$ cat src/rtl/nkmd_loader_pkg.sv
// Shared constants and state encoding for the nkmd boot-time program loader.
package nkmd_loader_pkg;

  localparam logic [7:0] LOADER_MAGIC   = 8'hA5;
  localparam int         BYTES_PER_WORD = 4;

  typedef enum logic [2:0] {
    ST_IDLE   = 3'd0,
    ST_LEN_HI = 3'd1,
    ST_LEN_LO = 3'd2,
    ST_DATA   = 3'd3,
    ST_CSUM   = 3'd4,
    ST_DONE   = 3'd5,
    ST_ERR    = 3'd6
  } loader_state_e;

endpackage

$ cat src/rtl/nkmd_word_assembler.sv
// Shifts host bytes MSB-first into a 32-bit word; flags the 4th byte of each word.
module nkmd_word_assembler
  import nkmd_loader_pkg::*;
(
  input  logic        clk,
  input  logic        rst_n,
  input  logic [7:0]  byte_i,
  input  logic        strobe_i,
  input  logic        clear_i,
  output logic [31:0] word_o,
  output logic        word_done_o
);

  logic [23:0] shift_q;
  logic [1:0]  cnt_q;

  // The completed word includes the byte arriving this cycle, so the top can register it directly.
  assign word_o      = {shift_q, byte_i};
  assign word_done_o = strobe_i & (cnt_q == 2'(BYTES_PER_WORD - 1));

  // NOTE: sequential state uses non-blocking assignments so every flop samples pre-edge values.
  always_ff @(posedge clk or negedge rst_n) begin
    if (!rst_n) begin
      shift_q <= '0;
      cnt_q   <= '0;
    end else if (clear_i) begin
      shift_q <= '0;
      cnt_q   <= '0;
    end else if (strobe_i) begin
      shift_q <= {shift_q[15:0], byte_i};
      cnt_q   <= cnt_q + 2'd1;
    end
  end

endmodule

$ cat src/rtl/nkmd_prog_loader.sv
// Framed-byte program loader for nkmd program RAM; holds the CPU in reset until loaded.
// Define NKMD_PROG_LOADER_CSUM_EN to require a trailing XOR checksum byte.
module nkmd_prog_loader
  import nkmd_loader_pkg::*;
#(
  parameter int ADDR_W = 10
) (
  input  logic              clk,
  input  logic              rst_n,
  input  logic [7:0]        in_data_i,
  input  logic              in_valid_i,
  output logic              in_ready_o,
  input  logic              reload_i,
  output logic              prog_we_o,
  output logic [ADDR_W-1:0] prog_addr_o,
  output logic [31:0]       prog_data_o,
  output logic              cpu_rst_o,
  output logic              done_o,
  output logic              err_o
);

  localparam int CW = ADDR_W + 1;

  loader_state_e     state_q;
  logic [7:0]        len_hi_q;
  logic [15:0]       len_q;
  logic [ADDR_W-1:0] addr_q;
  logic              in_ready_q, prog_we_q, cpu_rst_q, done_q, err_q;
  logic [ADDR_W-1:0] prog_addr_q;
  logic [31:0]       prog_data_q;
`ifdef NKMD_PROG_LOADER_CSUM_EN
  logic [7:0]        csum_q;
`endif

  logic        xfer;
  logic [15:0] len_n;
  logic        len_bad;
  logic        last_word;
  logic        asm_strobe, asm_clear, word_done;
  logic [31:0] word;

  assign xfer      = in_valid_i & in_ready_q;
  assign len_n     = {len_hi_q, in_data_i};
  assign len_bad   = (len_n == 16'd0) || (32'(len_n) > (32'd1 << ADDR_W));
  // Compare one bit wider so N == 2^ADDR_W terminates before the address wraps.
  assign last_word = (({1'b0, addr_q} + CW'(1)) == CW'(len_q));

  // A reload drops any partial word and the byte transferring alongside it.
  assign asm_strobe = xfer & ~reload_i & (state_q == ST_DATA);
  assign asm_clear  = reload_i | (state_q != ST_DATA);

  nkmd_word_assembler u_asm (
    .clk        (clk),
    .rst_n      (rst_n),
    .byte_i     (in_data_i),
    .strobe_i   (asm_strobe),
    .clear_i    (asm_clear),
    .word_o     (word),
    .word_done_o(word_done)
  );

  always_ff @(posedge clk or negedge rst_n) begin
    if (!rst_n) begin
      state_q     <= ST_IDLE;
      len_hi_q    <= '0;
      len_q       <= '0;
      addr_q      <= '0;
      in_ready_q  <= 1'b1;
      prog_we_q   <= 1'b0;
      prog_addr_q <= '0;
      prog_data_q <= '0;
      cpu_rst_q   <= 1'b1;
      done_q      <= 1'b0;
      err_q       <= 1'b0;
`ifdef NKMD_PROG_LOADER_CSUM_EN
      csum_q      <= '0;
`endif
    end else begin
      prog_we_q <= 1'b0;
      if (reload_i) begin
        state_q    <= ST_IDLE;
        in_ready_q <= 1'b1;
        cpu_rst_q  <= 1'b1;
        done_q     <= 1'b0;
        err_q      <= 1'b0;
      end else if (xfer) begin
        unique case (state_q)
          ST_IDLE: if (in_data_i == LOADER_MAGIC) state_q <= ST_LEN_HI;
          ST_LEN_HI: begin
            len_hi_q <= in_data_i;
            state_q  <= ST_LEN_LO;
          end
          ST_LEN_LO: begin
            if (len_bad) begin
              state_q    <= ST_ERR;
              in_ready_q <= 1'b0;
              err_q      <= 1'b1;
            end else begin
              len_q   <= len_n;
              addr_q  <= '0;
              state_q <= ST_DATA;
`ifdef NKMD_PROG_LOADER_CSUM_EN
              csum_q  <= '0;
`endif
            end
          end
          ST_DATA: begin
`ifdef NKMD_PROG_LOADER_CSUM_EN
            csum_q <= csum_q ^ in_data_i;
`endif
            if (word_done) begin
              prog_we_q   <= 1'b1;
              prog_addr_q <= addr_q;
              prog_data_q <= word;
              addr_q      <= addr_q + 1'b1;
              if (last_word) begin
`ifdef NKMD_PROG_LOADER_CSUM_EN
                state_q    <= ST_CSUM;
`else
                state_q    <= ST_DONE;
                in_ready_q <= 1'b0;
                done_q     <= 1'b1;
                cpu_rst_q  <= 1'b0;
`endif
              end
            end
          end
`ifdef NKMD_PROG_LOADER_CSUM_EN
          ST_CSUM: begin
            in_ready_q <= 1'b0;
            if (in_data_i == csum_q) begin
              state_q   <= ST_DONE;
              done_q    <= 1'b1;
              cpu_rst_q <= 1'b0;
            end else begin
              state_q <= ST_ERR;
              err_q   <= 1'b1;
            end
          end
`endif
          default: ;
        endcase
      end
    end
  end

  assign in_ready_o  = in_ready_q;
  assign prog_we_o   = prog_we_q;
  assign prog_addr_o = prog_addr_q;
  assign prog_data_o = prog_data_q;
  assign cpu_rst_o   = cpu_rst_q;
  assign done_o      = done_q;
  assign err_o       = err_q;

endmodule

$ cat config.mk
export PLATFORM = sky130hd
export DESIGN_NAME = nkmd_prog_loader
export DESIGN_NICKNAME = d
export VERILOG_FILES = /design/src/rtl/nkmd_loader_pkg.sv /design/src/rtl/nkmd_word_assembler.sv /design/src/rtl/nkmd_prog_loader.sv
export SDC_FILE = /design/constraint.sdc
export NUM_CORES = 1
export LEC_CHECK = 0
export ABC_AREA = 1
export BUFFER_PORTS_ARGS = -buffer_cell sky130_fd_sc_hd__buf_2
export CAP_MARGIN = 20
export CORE_UTILIZATION = 35
export CTS_BUF_LIST = sky130_fd_sc_hd__clkbuf_2
export DETAILED_ROUTE_END_ITERATION = 12
export PLACE_DENSITY_LB_ADDON = 0.12
export SLEW_MARGIN = 20
export SYNTH_ARGS = -nofsm -noshare
export SYNTH_HDL_FRONTEND = slang
export SYNTH_SLANG_ARGS = --single-unit
$ cat constraint.sdc
create_clock -name clk -period 2.19 [get_ports clk]
set_clock_uncertainty 0.1 [all_clocks]
set_input_delay 0.219 -clock clk [delete_from_list [all_inputs] [get_ports clk]]
set_output_delay 0.219 -clock clk [all_outputs]
set_load 0.03 [all_outputs]
==> results of run 1 <==
[placed cells by master (no fill, tap or decap), types with 2 or more instances in the layout]
master         count
nand3_2            2
nor2_4             2
buf_4             18
nor2_2             4
o22ai_1           29
nand2_2            2
inv_2              2
nand3_1           22
nor4_1             2
mux2_2             2
a21oi_1            6
clkbuf_2           9
o21ai_0           66
clkinv_2           2
nor2_1            20
buf_2             57
nand2_4            2
nor3_1             2
inv_1             65
dlygate4sd3_1     12
nand4_1            4
dfstp_2            2
nand2_1          137
dfrtp_1          101
buf_12             2
dfrtp_2            2
nand3b_1           5
inv_6              2
[state kept, by name, summed over array words and instances (netlist names)]
name           cells
err_o              1
u_asm.shift_q     24
prog_data_o       32
prog_addr_o       10
len_hi_q           8
u_asm.cnt_q        2
len_q             11
in_ready_o         1
cpu_rst_o          1
state_q            3
prog_we_o          1
addr_q            10
done_o             1
[Yosys cell counts]
cell type and number:
nand2_1 138, dfrtp_1 103, o21ai_0 66, inv_1 65, o22ai_1 29, nor2_1 23
nand3_1 22, clkbuf_1 11, a21oi_1 6, nand3b_1 5, nand4_1 4, buf_1 3
buf_2 3, dfstp_2 2, ha_1 2, inv_2 2, mux2_2 2, nand2_2 2
nand3_2 2, nor2_2 2, nor3_1 2, nor4_1 2, nand2_4 1, nor2_4 1
nor2_8 1, o21a_1 1, o21ai_1 1, o21bai_1 1, or2_2 1
[what timing repair did]
action,in CTS,in global routing
hold buffers,13,0
pin swaps,0,2
setup endpoints to repair,2,8
gates resized for setup,1,9
setup buffers,0,2
hold endpoints to repair,145,0
[worst paths after layout]
path                       slack, ns  depth (start not counted)                          end
hold / removal                  0.25                          3           done_o$_DFFE_PN0P_
max in group asynchronous       1.10                          4        cpu_rst_o$_DFFE_PN1P_
min in group asynchronous       0.54                          4  prog_data_o[28]$_DFFE_PN0P_
setup reg to reg                0.22                         13       state_q[0]$_DFFE_PN0P_
setup / recovery                0.22                         13       state_q[0]$_DFFE_PN0P_
hold reg to reg                 0.39                          2        cpu_rst_o$_DFFE_PN1P_
[area by class of cell]
type,instances,area (um2),area share (%)
clock inverters,7,51.3,0.967
repair buffers,89,581,10.9
inverters,67,251,4.74
flip-flops and latches,105,2630,49.6
multi-input cells,314,1540,28.9
well taps,168,210,3.96
clock buffers,9,45.0,0.849
[cells by family after synthesis]
group	synth area share (%)
simple gates	20.1
compound gates	12.6
flops	59.1
mux	0.506
fa+ha+maj	0.562
buf+inv	7.17
[stage by stage]
step	cell area, um2	power, mW	utilization (%)	instances
6_report	5310	4.34	43.5	759
5_1_grt	5310	4.69	43.5	759
4_1_cts	5260	4.36	43.1	757
3_5_place_dp	5020	3.48	41.1	728
3_3_place_gp	5020	3.46	41.1	728
2_1_floorplan	4450	3.16	-	503
[worst reg2reg max path, cell delays in order (launching register included)]
cell and delay, ns:
dfrtp_2 0.51, ha_4 0.18, nand2_2 0.15, nand3_1 0.10, nand2_1 0.08, nand2_1 0.11
nor2_4 0.10, nand3_2 0.06, nor2_2 0.12, nand3_2 0.13, nand2_4 0.12, nand2_2 0.05
nand2_1 0.05, nand2_1 0.04
[power groups by stage]
stage	clock network (mW)	registers, mW	logic, mW
CTS	0.889	2.45	1.03
floorplan	0	2.42	0.738
global route	0.958	2.50	1.23
finish	0.840	2.45	1.05
global placement	0	2.47	0.984
detailed placement	0	2.48	1.00
[routing by layer]
metal / vias up / wire length, um / part of all wire [%] / global-route usage [%]
met5: - / 0 / 0 / 0
met1: 1649 / 5120 / 49 / 24.8
met4: 0 / 227 / 2.2 / 8.40
li1: 1790 / - / - / -
met3: 18 / 400 / 3.8 / 3.37
met2: 60 / 4690 / 45 / 25.7
==> summary.md, run 1 <==
| Metric | Value |
|---|---|
| Crit-path max cell delay | 0.51 ns |
| Iteration-0 DRC count of the detailed router | 171 |
| Initial antenna violation count | 0 |
| Critical Setup Path Class | register to register |
| CP dominant cell by count | nand2_1 |
| Clock Tree Root | clkbuf_2 |
| CTS Buf Count | 9 |
| Top-area cell type share of the netlist area | 57.9% |
| RSZ-0062 raised after global routing | no |
| Net switching power figure | 1.58 mW |
| Routed WL | 10400 um |
| WP data arrival | 2.42 ns |
| Worst hold slack | 0.250 ns |
| Seq/Total Area, Yosys | 59.1% |
| Register bit total from synthesis | 105 |
| IO Pins | 59 |
| Clock buffer depth | 2 |
| Wire per inst | 13.7 um |
| Leak pwr | 2.67 nW |
| VDD IR max | 0.248 mV |
| Fin crit period | 1.97 ns |
| Tot GR Track Use | 17.4% |
| Syn Area/Cell | 8.85 um2 |
| Period utilisation layout | 90.0% |
| Area Overhead vs Synth | 19.2% |
| Final antenna-violating net count | 0 |
| Critical Path, Cell by Cell | ha_4 -> nand2_2 -> nand3_1 -> nand2_1 -> nand2_1 -> nor2_4 -> nand3_2 -> nor2_2 -> nand3_2 -> nand2_4 -> nand2_2 -> nand2_1 -> nand2_1 |
| Max-slew headroom | 44.2% |
| Setup tns final | 0 ns |
| Worst Setup SP | addr_q[0]$_DFFE_PN0P_ |
| Die Wd | 115 um |
| DIE HEIGHT | 115 um |
| Reg power frac | 56.5% |
| Drt first pass iters | 4 |
| CP startpoint kind | register |
| HP Class | primary input to register |
| Comb pwr share | 24.2% |
| Post-Syn Nets | 517 |
| Diode count | 0 |
| Maxcap violations | 0 |
| CTS tree | done |
| GRT Residual Overflow | 0 |
| Cell row count | 40 |
| Fin nets | 600 |
| Crit. End Element | register |
| First-pass GRT wire length | 17200 um |
| Clock-pin slew on the worst setup and hold paths | 0.28 ns |
| Overall via count from detail_route | 3517 |
| Worst Path Max Fanout | 7 |
| Warnings, synthesis | 0 |
| Clock sinks | 105 |
| Core ar. | 12200 um2 |
| Fin. max-slew vios | 0 |
| Reg2reg start | addr_q[0]$_DFFE_PN0P_ |
| Placer Congestion | 0.829 |
| Clk_lat worst skew | 0.62 ns |
| Final hold violation count | 0 |
| Synth unique cells | 29 |
| Number of global-route vias before repair | 3304 |
| Initial Util | 36.5% |
| Worst slew pin tran | 0.837 ns |
| Share of cells above drive strength 1 | 19.5% |
| Critical path buffers and inverters | 0 |
| Port Buffer Count | 58 |
| Pre-CTS setup slack | 0.0421 ns |
| Vias per std cell | 4.63 |
| Cell taking the most area after synthesis | dfrtp_1 |
| Maximum clock rate | 507 MHz |
| Slowest CP cell | dfrtp_2 |
| Status | finished, final reports clean |
| Htree depth | 3 |
| Final setup violation count | 0 |
| Crit-path leading delay family | simple AND/OR/NAND/NOR gates |
| Min setup slack post-route | 0.220 ns |
| Largest cells by area after synthesis | dfrtp_1 (58%), nand2_1 (12%), o21ai_0 (7.4%), inv_1 (5.5%), o22ai_1 (4.1%) |
| Drt drc | 0 |
| Required @ worst endpoint | 2.64 ns |
| Fill cells | 1256 |
| Mapped Cells | 503 |
| Clk pwr share | 19.3% |
| Sw Ratio | 36.4% |
| Worst hold path startpoint | reload_i |
| Synth Cell Area | 4450 um2 |
| DP Wirelength | 7180 um |
| Internal power | 2.76 mW |
| Die area | 13200 um2 |
| Power Density | 818 nW/um2 |
| Largest net degree at the start of global routing | 80 |
Power figures use the tool's default switching activity.
==> run 2, diff against run 1 <==
--- a/config.mk
+++ b/config.mk
@@ -8,7 +8,7 @@
 export ABC_AREA = 1
 export BUFFER_PORTS_ARGS = -buffer_cell sky130_fd_sc_hd__buf_2
 export CAP_MARGIN = 20
-export CORE_UTILIZATION = 35
+export CORE_UTILIZATION = 49
 export CTS_BUF_LIST = sky130_fd_sc_hd__clkbuf_2
 export DETAILED_ROUTE_END_ITERATION = 12
 export PLACE_DENSITY_LB_ADDON = 0.12
==> summary.md, run 2 (synthesis results as in run 1) <==
| Metric | Value |
|---|---|
| Status | finished, final reports clean |
| Clk_lat worst skew | 0.59 ns |
| Critical Setup Path Class | register to register |
| Largest register FFs | 32 |
| Cell row count | 34 |
| Vias per std cell | 5.07 |
| Die Wd | 97.3 um |
| DP Wirelength | 6530 um |
| Number of global-route vias before repair | 3391 |
| Tot GR Track Use | 21.8% |
| Fin nets | 597 |
| Wire per inst | 13.7 um |
| DIE HEIGHT | 97.3 um |
| First-pass GRT wire length | 16300 um |
| Initial antenna violation count | 0 |
| Final hold violation count | 0 |
| Drt first pass iters | 4 |
| Overall Power | 4.35 mW |
| Htree depth | 3 |
| WP data arrival | 2.43 ns |
| Final setup violation count | 0 |
| Maxcap violations | 0 |
| Period utilisation layout | 92.9% |
| Largest net degree at the start of global routing | 52 |
| CP startpoint kind | register |
| Fin. max-slew vios | 0 |
| Worst slew pin tran | 0.747 ns |
| Clock-pin slew on the worst setup and hold paths | 0.29 ns |
| Area Overhead vs Synth | 17.1% |
| Iteration-0 DRC count of the detailed router | 169 |
| Fin crit period | 2.04 ns |
| Drt drc | 0 |
| Placed cells | 667 |
| IO Pins | 59 |
| Commonest non-fill, non-tap cell in the layout | nand2_1 |
| Port Buffer Count | 58 |
| RSZ-0062 raised after global routing | no |
| Min setup slack post-route | 0.155 ns |
| Clock Tree Root | clkbuf_2 |
| Most frequent cells in the layout | nand2_1 (137), dfrtp_1 (102), o21ai_0 (66) |
| Crit. End Element | register |
| Routed WL | 9560 um |
| CTS tree | done |
| Required @ worst endpoint | 2.59 ns |
| Share of cells above drive strength 1 | 18.9% |
| Clock buffer depth | 2 |
| Cell Count, Final, Fillers Out | 696 |
| Final antenna-violating net count | 0 |
| Setup tns final | 0 ns |
| Worst Path Max Fanout | 5 |
| Diode count | 0 |
| Max-slew headroom | 50.2% |
| HP Class | primary input to register |
| Power Density | 835 nW/um2 |
| GRT Residual Overflow | 0 |
| Die area | 9470 um2 |
| CTS Buf Count | 9 |
| Pre-CTS setup slack | 0.0778 ns |
| Clock sinks | 105 |
| Initial Util | 50.8% |
| Placer Congestion | 0.840 |
| Core ar. | 8760 um2 |
| Worst hold slack | 0.299 ns |
| VDD IR max | 0.418 mV |
| Leak pwr | 2.66 nW |
| Maximum clock rate | 491 MHz |
| Overall via count from detail_route | 3530 |
[run 2: changes by cell type in the layout (fill, tap and decap cells not counted)]
cell      previous run  this run
buf_4               18        15
clkinv_8             0         2
clkinv_1             1         0
clkinv_2             2         1
dfrtp_1            101       102
dfrtp_2              2         1
ha_2                 0         1
ha_4                 1         0
nand2_2              2         3
nand2_4              2         1
nor2_1              20        21
nor2_2               4         3
[run 2: through the flow]
stage | util, % | cell area [um2]
2_1_floorplan | - | 4450
3_3_place_gp | 56.3 | 4940
3_5_place_dp | 56.3 | 4940
4_1_cts | 59.3 | 5200
5_1_grt | 59.5 | 5210
6_report | 59.5 | 5210
[run 2: what timing repair did]
item                                   in CTS  in global routing
resized for setup                           0                  6
buffers inserted                            0                  0
hold buffers                               13                  0
endpoints found under the hold margin     143                  0
setup endpoints to repair                   0                  4
[run 2: final timing paths]
path / endpoint / cells after the start / slack (ns) / from
worst max-delay path: state_q[1]$_DFFE_PN0P_ / 13 / 0.15 / in_ready_o$_DFFE_PN1P_
worst min-delay path: done_o$_DFFE_PN0P_ / 3 / 0.30 / reload_i
min in group asynchronous: prog_addr_o[1]$_DFFE_PN0P_ / 3 / 0.46 / rst_n
worst min register to register: cpu_rst_o$_DFFE_PN1P_ / 2 / 0.39 / cpu_rst_o$_DFFE_PN1P_
max in group asynchronous: in_ready_o$_DFFE_PN1P_ / 4 / 0.97 / rst_n
worst max register to register: state_q[1]$_DFFE_PN0P_ / 13 / 0.15 / in_ready_o$_DFFE_PN1P_
[run 2: cell type report]
| type | count | area, um2 |
|---|---|---|
| tap | 108 | 135 |
| clock buffer | 9 | 45.0 |
| clock inverter | 7 | 75.1 |
| sequential | 105 | 2630 |
| inverter | 67 | 251 |
| multi-input combinational | 314 | 1520 |
| fill | 778 | 3550 |
| timing repair buffer | 86 | 558 |
[run 2: power by group]
| group | leakage [nW] | total, mW | switching [mW] | internal, mW |
|---|---|---|---|---|
| clock network | 0.0743 | 0.892 | 0.703 | 0.189 |
| logic | 1.16 | 1.01 | 0.631 | 0.375 |
| registers | 1.43 | 2.45 | 0.254 | 2.20 |
| total | 2.66 | 4.35 | 1.59 | 2.77 |
[run 2: worst max-delay path, cell delays in order, from the launching register on]
cell and delay, ns:
dfstp_2 0.61, nand2_1 0.11, nor2_1 0.13, inv_2 0.09, nor2_8 0.13, nand2_4 0.08, nor2_4 0.10, nand3_2 0.06
nor2_2 0.13, nand3_2 0.11, nand2_2 0.13, nand2_2 0.06, nand2_1 0.06, nand2_1 0.05
[run 2: routing by layer]
metal | routed length, um | global-route usage (%) | vias to the layer above
li1 | - | - | 1788
met1 | 4580 | 31.1 | 1653
met2 | 4500 | 34.4 | 80
met3 | 422 | 4.53 | 9
met4 | 54 | 5.32 | 0
met5 | 0 | 0 | -
